## src/rtl/memoria_instrucao_sinc.sv

```systemverilog
// memoria_instrucao_sinc -- synchronous instruction memory with a self-clearing
// init sweep and a programming write port.
//
// Parameters:
//   DEPTH     number of instruction words
//   WORD_W    instruction width in bits
//   PC_W      pc width in bits
//   BYTE_ADDR 1: pc is a byte address (word index = pc>>2); 0: pc is a word index
//
// Ports:
//   clk        single clock, rising edge
//   reset      synchronous, active-high; restarts the clearing sweep
//   pc         fetch address
//   req        fetch request (accepted when ready=1 and stall=0)
//   stall      freezes instrucao/valid/fault and ignores req
//   instrucao  registered fetched word (0 on fault or idle)
//   valid      instrucao/fault belong to the previous accepted fetch
//   fault      previous accepted fetch was out of range or misaligned
//   ready      clearing sweep complete; fetches and programming accepted
//   prog_we    programming write enable (honoured in READY, even when stalled)
//   prog_addr  programming word index
//   prog_data  programming data
module memoria_instrucao_sinc #(
  parameter int unsigned DEPTH     = 64,
  parameter int unsigned WORD_W    = 32,
  parameter int unsigned PC_W      = 64,
  parameter int unsigned BYTE_ADDR = 1
) (
  input  logic                     clk,
  input  logic                     reset,
  input  logic [PC_W-1:0]          pc,
  input  logic                     req,
  input  logic                     stall,
  output logic [WORD_W-1:0]        instrucao,
  output logic                     valid,
  output logic                     fault,
  output logic                     ready,
  input  logic                     prog_we,
  input  logic [$clog2(DEPTH)-1:0] prog_addr,
  input  logic [WORD_W-1:0]        prog_data
);

  localparam int unsigned ADDR_W = $clog2(DEPTH);

  typedef enum logic {
    INIT,
    READY
  } state_t;

  state_t            state, state_nxt;
  logic [ADDR_W-1:0] counter, counter_nxt;
  logic              sweep_we;

  logic [WORD_W-1:0] mem [DEPTH];

  logic              mem_we;
  logic [ADDR_W-1:0] mem_waddr;
  logic [WORD_W-1:0] mem_wdata;
  logic              prog_in_range;

  logic [PC_W-1:0]   idx;
  logic [ADDR_W-1:0] raddr;
  logic              misaligned;
  logic              out_of_range;
  logic              fetch_fault;

  // ---------------------------------------------------------------------------
  // Control FSM: INIT clears one word per cycle, then READY.
  // ---------------------------------------------------------------------------
  always_ff @(posedge clk) begin
    if (reset) begin
      state   <= INIT;
      counter <= '0;
    end else begin
      state   <= state_nxt;
      counter <= counter_nxt;
    end
  end

  always_comb begin
    state_nxt   = state;
    counter_nxt = counter;
    sweep_we    = 1'b0;
    case (state)
      INIT: begin
        sweep_we = 1'b1;
        // The edge that clears the last word also enters READY, so the
        // sweep occupies exactly DEPTH cycles.
        if (counter == ADDR_W'(DEPTH - 1)) begin
          state_nxt   = READY;
          counter_nxt = '0;
        end else begin
          counter_nxt = counter + 1'b1;
        end
      end
      READY: begin
      end
      default: state_nxt = INIT;
    endcase
  end

  assign ready = (state == READY);

  // ---------------------------------------------------------------------------
  // Single write port shared by the sweep and the programming interface.
  // ---------------------------------------------------------------------------
  assign prog_in_range = ({1'b0, prog_addr} < (ADDR_W + 1)'(DEPTH));

  always_comb begin
    mem_we    = 1'b0;
    mem_waddr = prog_addr;
    mem_wdata = prog_data;
    if (!reset) begin
      if (sweep_we) begin
        mem_we    = 1'b1;
        mem_waddr = counter;
        mem_wdata = '0;
      end else if (prog_we && prog_in_range) begin
        mem_we = 1'b1;
      end
    end
  end

  always_ff @(posedge clk) begin
    if (mem_we) begin
      mem[mem_waddr] <= mem_wdata;
    end
  end

  // ---------------------------------------------------------------------------
  // Fetch decode: full-width range compare so high pc bits cannot alias.
  // ---------------------------------------------------------------------------
  assign idx          = (BYTE_ADDR != 0) ? (pc >> 2) : pc;
  assign raddr        = idx[ADDR_W-1:0];
  assign misaligned   = (BYTE_ADDR != 0) && (pc[1:0] != 2'b00);
  assign out_of_range = (idx >= PC_W'(DEPTH));
  assign fetch_fault  = misaligned || out_of_range;

  // Reads sample mem before this edge's write lands, giving read-first
  // behaviour for a same-cycle fetch and write to one word.
  always_ff @(posedge clk) begin
    if (reset || state == INIT) begin
      instrucao <= '0;
      valid     <= 1'b0;
      fault     <= 1'b0;
    end else if (!stall) begin
      if (req) begin
        valid     <= 1'b1;
        fault     <= fetch_fault;
        instrucao <= fetch_fault ? '0 : mem[raddr];
      end else begin
        valid     <= 1'b0;
        fault     <= 1'b0;
        instrucao <= '0;
      end
    end
  end

endmodule

```

## config.mk

```make
export PLATFORM = sky130hd
export DESIGN_NAME = memoria_instrucao_sinc
export DESIGN_NICKNAME = d
export VERILOG_FILES = /design/src/rtl/memoria_instrucao_sinc.sv
export SDC_FILE = /design/constraint.sdc
export NUM_CORES = 2
export LEC_CHECK = 0
export CELL_PAD_IN_SITES_DETAIL_PLACEMENT = 1
export CELL_PAD_IN_SITES_GLOBAL_PLACEMENT = 1
export CORE_UTILIZATION = 30
export DETAILED_ROUTE_END_ITERATION = 12
export GPL_TIMING_DRIVEN = 0
export PLACE_DENSITY_LB_ADDON = 0.1
export SLEW_MARGIN = 10
export SYNTH_ARGS = -nofsm -noshare
export SYNTH_HDL_FRONTEND = slang
export SYNTH_SLANG_ARGS = --single-unit
```

## constraint.sdc

```tcl
create_clock -name clk -period 4.4 [get_ports clk]
set_clock_uncertainty 0.2 [all_clocks]
set_input_delay 1.1 -clock clk [delete_from_list [all_inputs] [get_ports clk]]
set_output_delay 1.1 -clock clk [all_outputs]
set_load 0.02 [all_outputs]
```

After elaboration in Yosys (flattened, before gate mapping)

Memories as Yosys holds them, arrays and structs flattened.
Cells that the tools add are included.
Widths: inputs -> output; s select.

Add/subtract/negate cells: 1
Order comparisons: 1
Eq/ne operators: 1
Multiplexer cells: 16
Bitwise logic cells: 1
Reductions and logical operators: 3

Operators with widths:

| kind                | number |
|---|---|
| $mux 32             | 4 |
| $ge 62x7->1 const B | 1 |
| $mux 6              | 3 |
| $mux 1              | 9 |
| $add 6x1->6 const B | 1 |
| $eq 6x6->1 const B  | 1 |
| $logic_or 1x1->1    | 2 |
| $reduce_bool 2->1   | 1 |
| $not 1->1           | 1 |

Flip-flop bits (word level): 41
Bits in writable memories: 2048
Input port bits: 107
Output and inout bits: 35
Memories: 1

Memories:

| memory | words | bits a word | rd ports | clocked after memory_dff | write ports | RTL line | text |
|---|---|---|---|---|---|---|---|
| mem    | 64    | 32          | 1        | 0                        | 1           | 54       | `logic [WORD_W-1:0] mem [DEPTH];` |

Depth between registers and ports, before layout

Depth after elaboration: 5
Gate-level depth with buffers: 10

Worst setup path after synthesis

Ideal clock, no wire load.

Path kind: input port to flip-flop
Start point: input port reset
End point: memory mem[49][0] (enable)
Arrival: 3.814 ns
Data required time: 3.779 ns
Setup slack: -0.035 ns
Cell stages on the path: 5
Buffers on the path: 1
Path through: nor2_2 mux2i_1 or3b_2 clkbuf_1 nor2_1

Word-level cells in the longest chain between the ends: 3
Elaborated cells on any way between the ends: 4

Ends and longest elaborated chain:

| item                         | RTL line | text |
|---|---|---|
| start: declaration           | 30       | `input logic reset,` |
| $mux 1                       | 113      | `if (!reset) begin` |
| $mux 1                       | 125      | `if (mem_we) begin` |
| $mux 1 (not written as such) | 126      | `mem[mem_waddr] <= mem_wdata;` |
| end: declaration             | 54       |  |

Parallel ways exist; a longest one is shown, timed or not.

Worst setup path after layout

Start point: input port reset
End point: memory mem[34][11] (enable)

Same word-level chain as after synthesis.

==> qor.yml <==
avgSynthCellArea_um2: 21.8
violations: "setup timing"
fin_setup_tns_ns: -45.22
grt_pass1_vias: 43100
stdcell_count: 8029
startpoint: "reset"
run_status: "finished, violations left"
end_kind: "register"
setup_viol: 408
synthCells: 3696
drtPass1Iterations: 5
synth_top_area_cell: "edfxtp_1"
min_from: "fault"
grt.busiest_layer: "met2"
grt_usage: 0.229
worst_pin_slew_ns: 1.22
yosys_warnings: 0
wl_per_cell_um: 38.8
cp.required_ns: 4.79
synth_area_mm2: 0.0807
yosysSeqAreaShare: 0.773
yosysMostFrequentCell: "edfxtp_1"
swShare: 0.235
ys.flop_type: "edfxtp_1"
io-pin-count: 142
dp_cells: 7550
cap_viol_max_count: 0
die_w_um: 521
dpl.hpwl_um: 224000
grt_max_degree: 34
synth_edf_count: 2048
timing.critical_path.from_type: "primary input"
reg2reg_from: "ready"
cts.sinks: 2089
grt_pass1_wl_um: 412000
ys_seq_elements: 2089
via_per_inst: 5.30
drtAntennaViolNets: 0
design_area_mm2: 0.0987
cp.arrival_ns: 5.12
internal-power_uw: 33200
cts.clk_slew.worst_paths_ns: 0.06
synthArstFlopShare: 0
met3_usage: 0.0343
peakVddDrop_v: 0.000438
hold_path_class: "register to register"
place_area_mm2: 0.0909
port_buffers: 139
fmax_mhz: 211
die_area_mm2: 0.271
synth_top_family_by_area: "multiplexers"
cts_hold_buffers: 0
syn-num-nets: 3804
antenna_found_initial: 28
drc_errors: 0
routed_wl_um: 311000
nets: 4380
drtIter0Drc: 5229
vias: 42500
area_growth_syn_to_layout_pct: 22.4
overflow: 0
fillerInstances: 25800
yosys.area_share.simple: 0.0246
synth.area.mux_share: 0.152
synth-compound-area-share: 0.0313
numCtsBuffers: 228
finalHoldViolations: 0
pwr-share-comb: 0.065
cts_tree: "built"
core_mm2: 0.268
crit_fanout: 12
yosysTopAreaCellShare: 0.762
grt_util_met2: 0.349
postLayoutCoreUtil: 0.369
p_seq_frac: 0.506
synth_fa_ha_area_frac: 0.000155
power.density_mw_per_mm2: 439
pre_cts_slack_ns: -1.97
p_leak_uw: 0.0312
min_period_over_period: 1.08
path_class: "primary input to register"
final-seq-area_mm2: 0.0623
synth_common_cells: "2048 x edfxtp_1, 446 x mux4_2, 192 x mux2i_1"
rsz0062_at_grt: "true"
drv_slew: 0
grt_use_met1: 0.335
multiInputGateArea_mm2: 0.0176
pwr-share-clk: 0.429
fp.dieH_um: 521
post_synth_num_cell_types: 71
worst_slack_ns: -0.330
fin_crit_ns: 4.73
clock_latency_ns: 0.91
core.rowCount: 190
start_util: 0.301
synthTopCellsByArea: "edfxtp_1 76%, mux4_2 12%, mux2i_1 2.4%"
cts-root-buf: "clkbuf_16"
slew_headroom: 0.187
htree_levels: 4
synth_xor_area_frac: 0.000217
cts_max_path_buffers: 3
layout-drive-gt1-share: 0.292
p_sw_uw: 10200
gp_congestion: 0.908
==> final timing paths <==
path | cells past startpoint | to | slack [ns]
hold / removal | 2 | fault | 0.26
setup / recovery | 8 | mem[34][11] | -0.33
setup reg to reg | 6 | mem[11][20] | -0.09
hold reg to reg | 2 | fault | 0.26
==> cell type report <==
type,count,area share
diodes,13,0.000330
plain buffers,209,0.0158
clock buffers,281,0.0598
clock inverters,141,0.0129
inverters,4,0.000152
multi-input cells,1394,0.178
flip-flops and latches,2089,0.631
well taps,3552,0.0450
repair buffers,346,0.0563
==> metal layers <==
layer,wire length [um],share of wire
met5,0,0
met4,11100,0.036
met2,140000,0.45
met3,19400,0.062
met1,141000,0.45
==> flip-flops by register name, summed over array words and instances, names as in the netlist <==
name / flops
counter: 6
fault: 1
valid: 1
mem: 2048
instrucao: 32
ready: 1
==> metrics by stage <==
| step | power (uW) | hold slack, ns |
|---|---|---|
| final | 43400 | 0.264 |
| after global routing | 44500 | 0.276 |
| after CTS | 43800 | 0.267 |
| after detailed placement | 25200 | 0.257 |
| after global placement | 25000 | 0.249 |
| after floorplan | 23600 | 0.276 |
==> what timing repair did <==
action,4_1_cts,5_1_grt
pin swaps,22,3
setup buffers,36,8
gates resized for setup,47,4
endpoints found under the setup margin,2018,720
==> power groups by stage <==
stage	logic, uW	registers, uW	clock network, uW
6_report	2810	22000	18600
5_1_grt	2900	22000	19700
4_1_cts	2820	22000	19000
3_5_place_dp	2800	22400	0
3_3_place_gp	2530	22500	0
2_1_floorplan	1240	22400	0
==> worst max-delay path: stages <==
cell	delay, ns
clkdlybuf4s50_1	0.52
nor2_2	0.12
clkbuf_2	0.40
o21ai_0	0.80
nand2_1	0.87
nor2_4	0.83
buf_16	0.25
buf_16	0.17
==> placed cells by master (no fill, tap or decap), types with 64 or more instances in the layout <==
master,instances
clkbuf_1,98
nor2_4,64
mux2i_1,191
edfxtp_1,2048
mux4_2,446
buf_12,136
buf_4,72
clkbuf_16,228
nand2_1,113
o22ai_1,97
clkdlybuf4s50_1,136
==> logic make-up (layout without fill, tap and decap cells) <==
| kind of cell | Yosys count | in the layout |
|---|---|---|
| and+or+nand+nor | 400 | 400 |
| adders and majority gates | 1 | 1 |
| DFF | 2089 | 2089 |
| other | 0 | 13 |
| xor gates and xnor gates | 2 | 2 |
| buffers and inverters | 213 | 981 |
| AOI/OAI and AO/OA | 329 | 329 |
| muxes | 662 | 662 |
(Power assumes the default switching activity.)
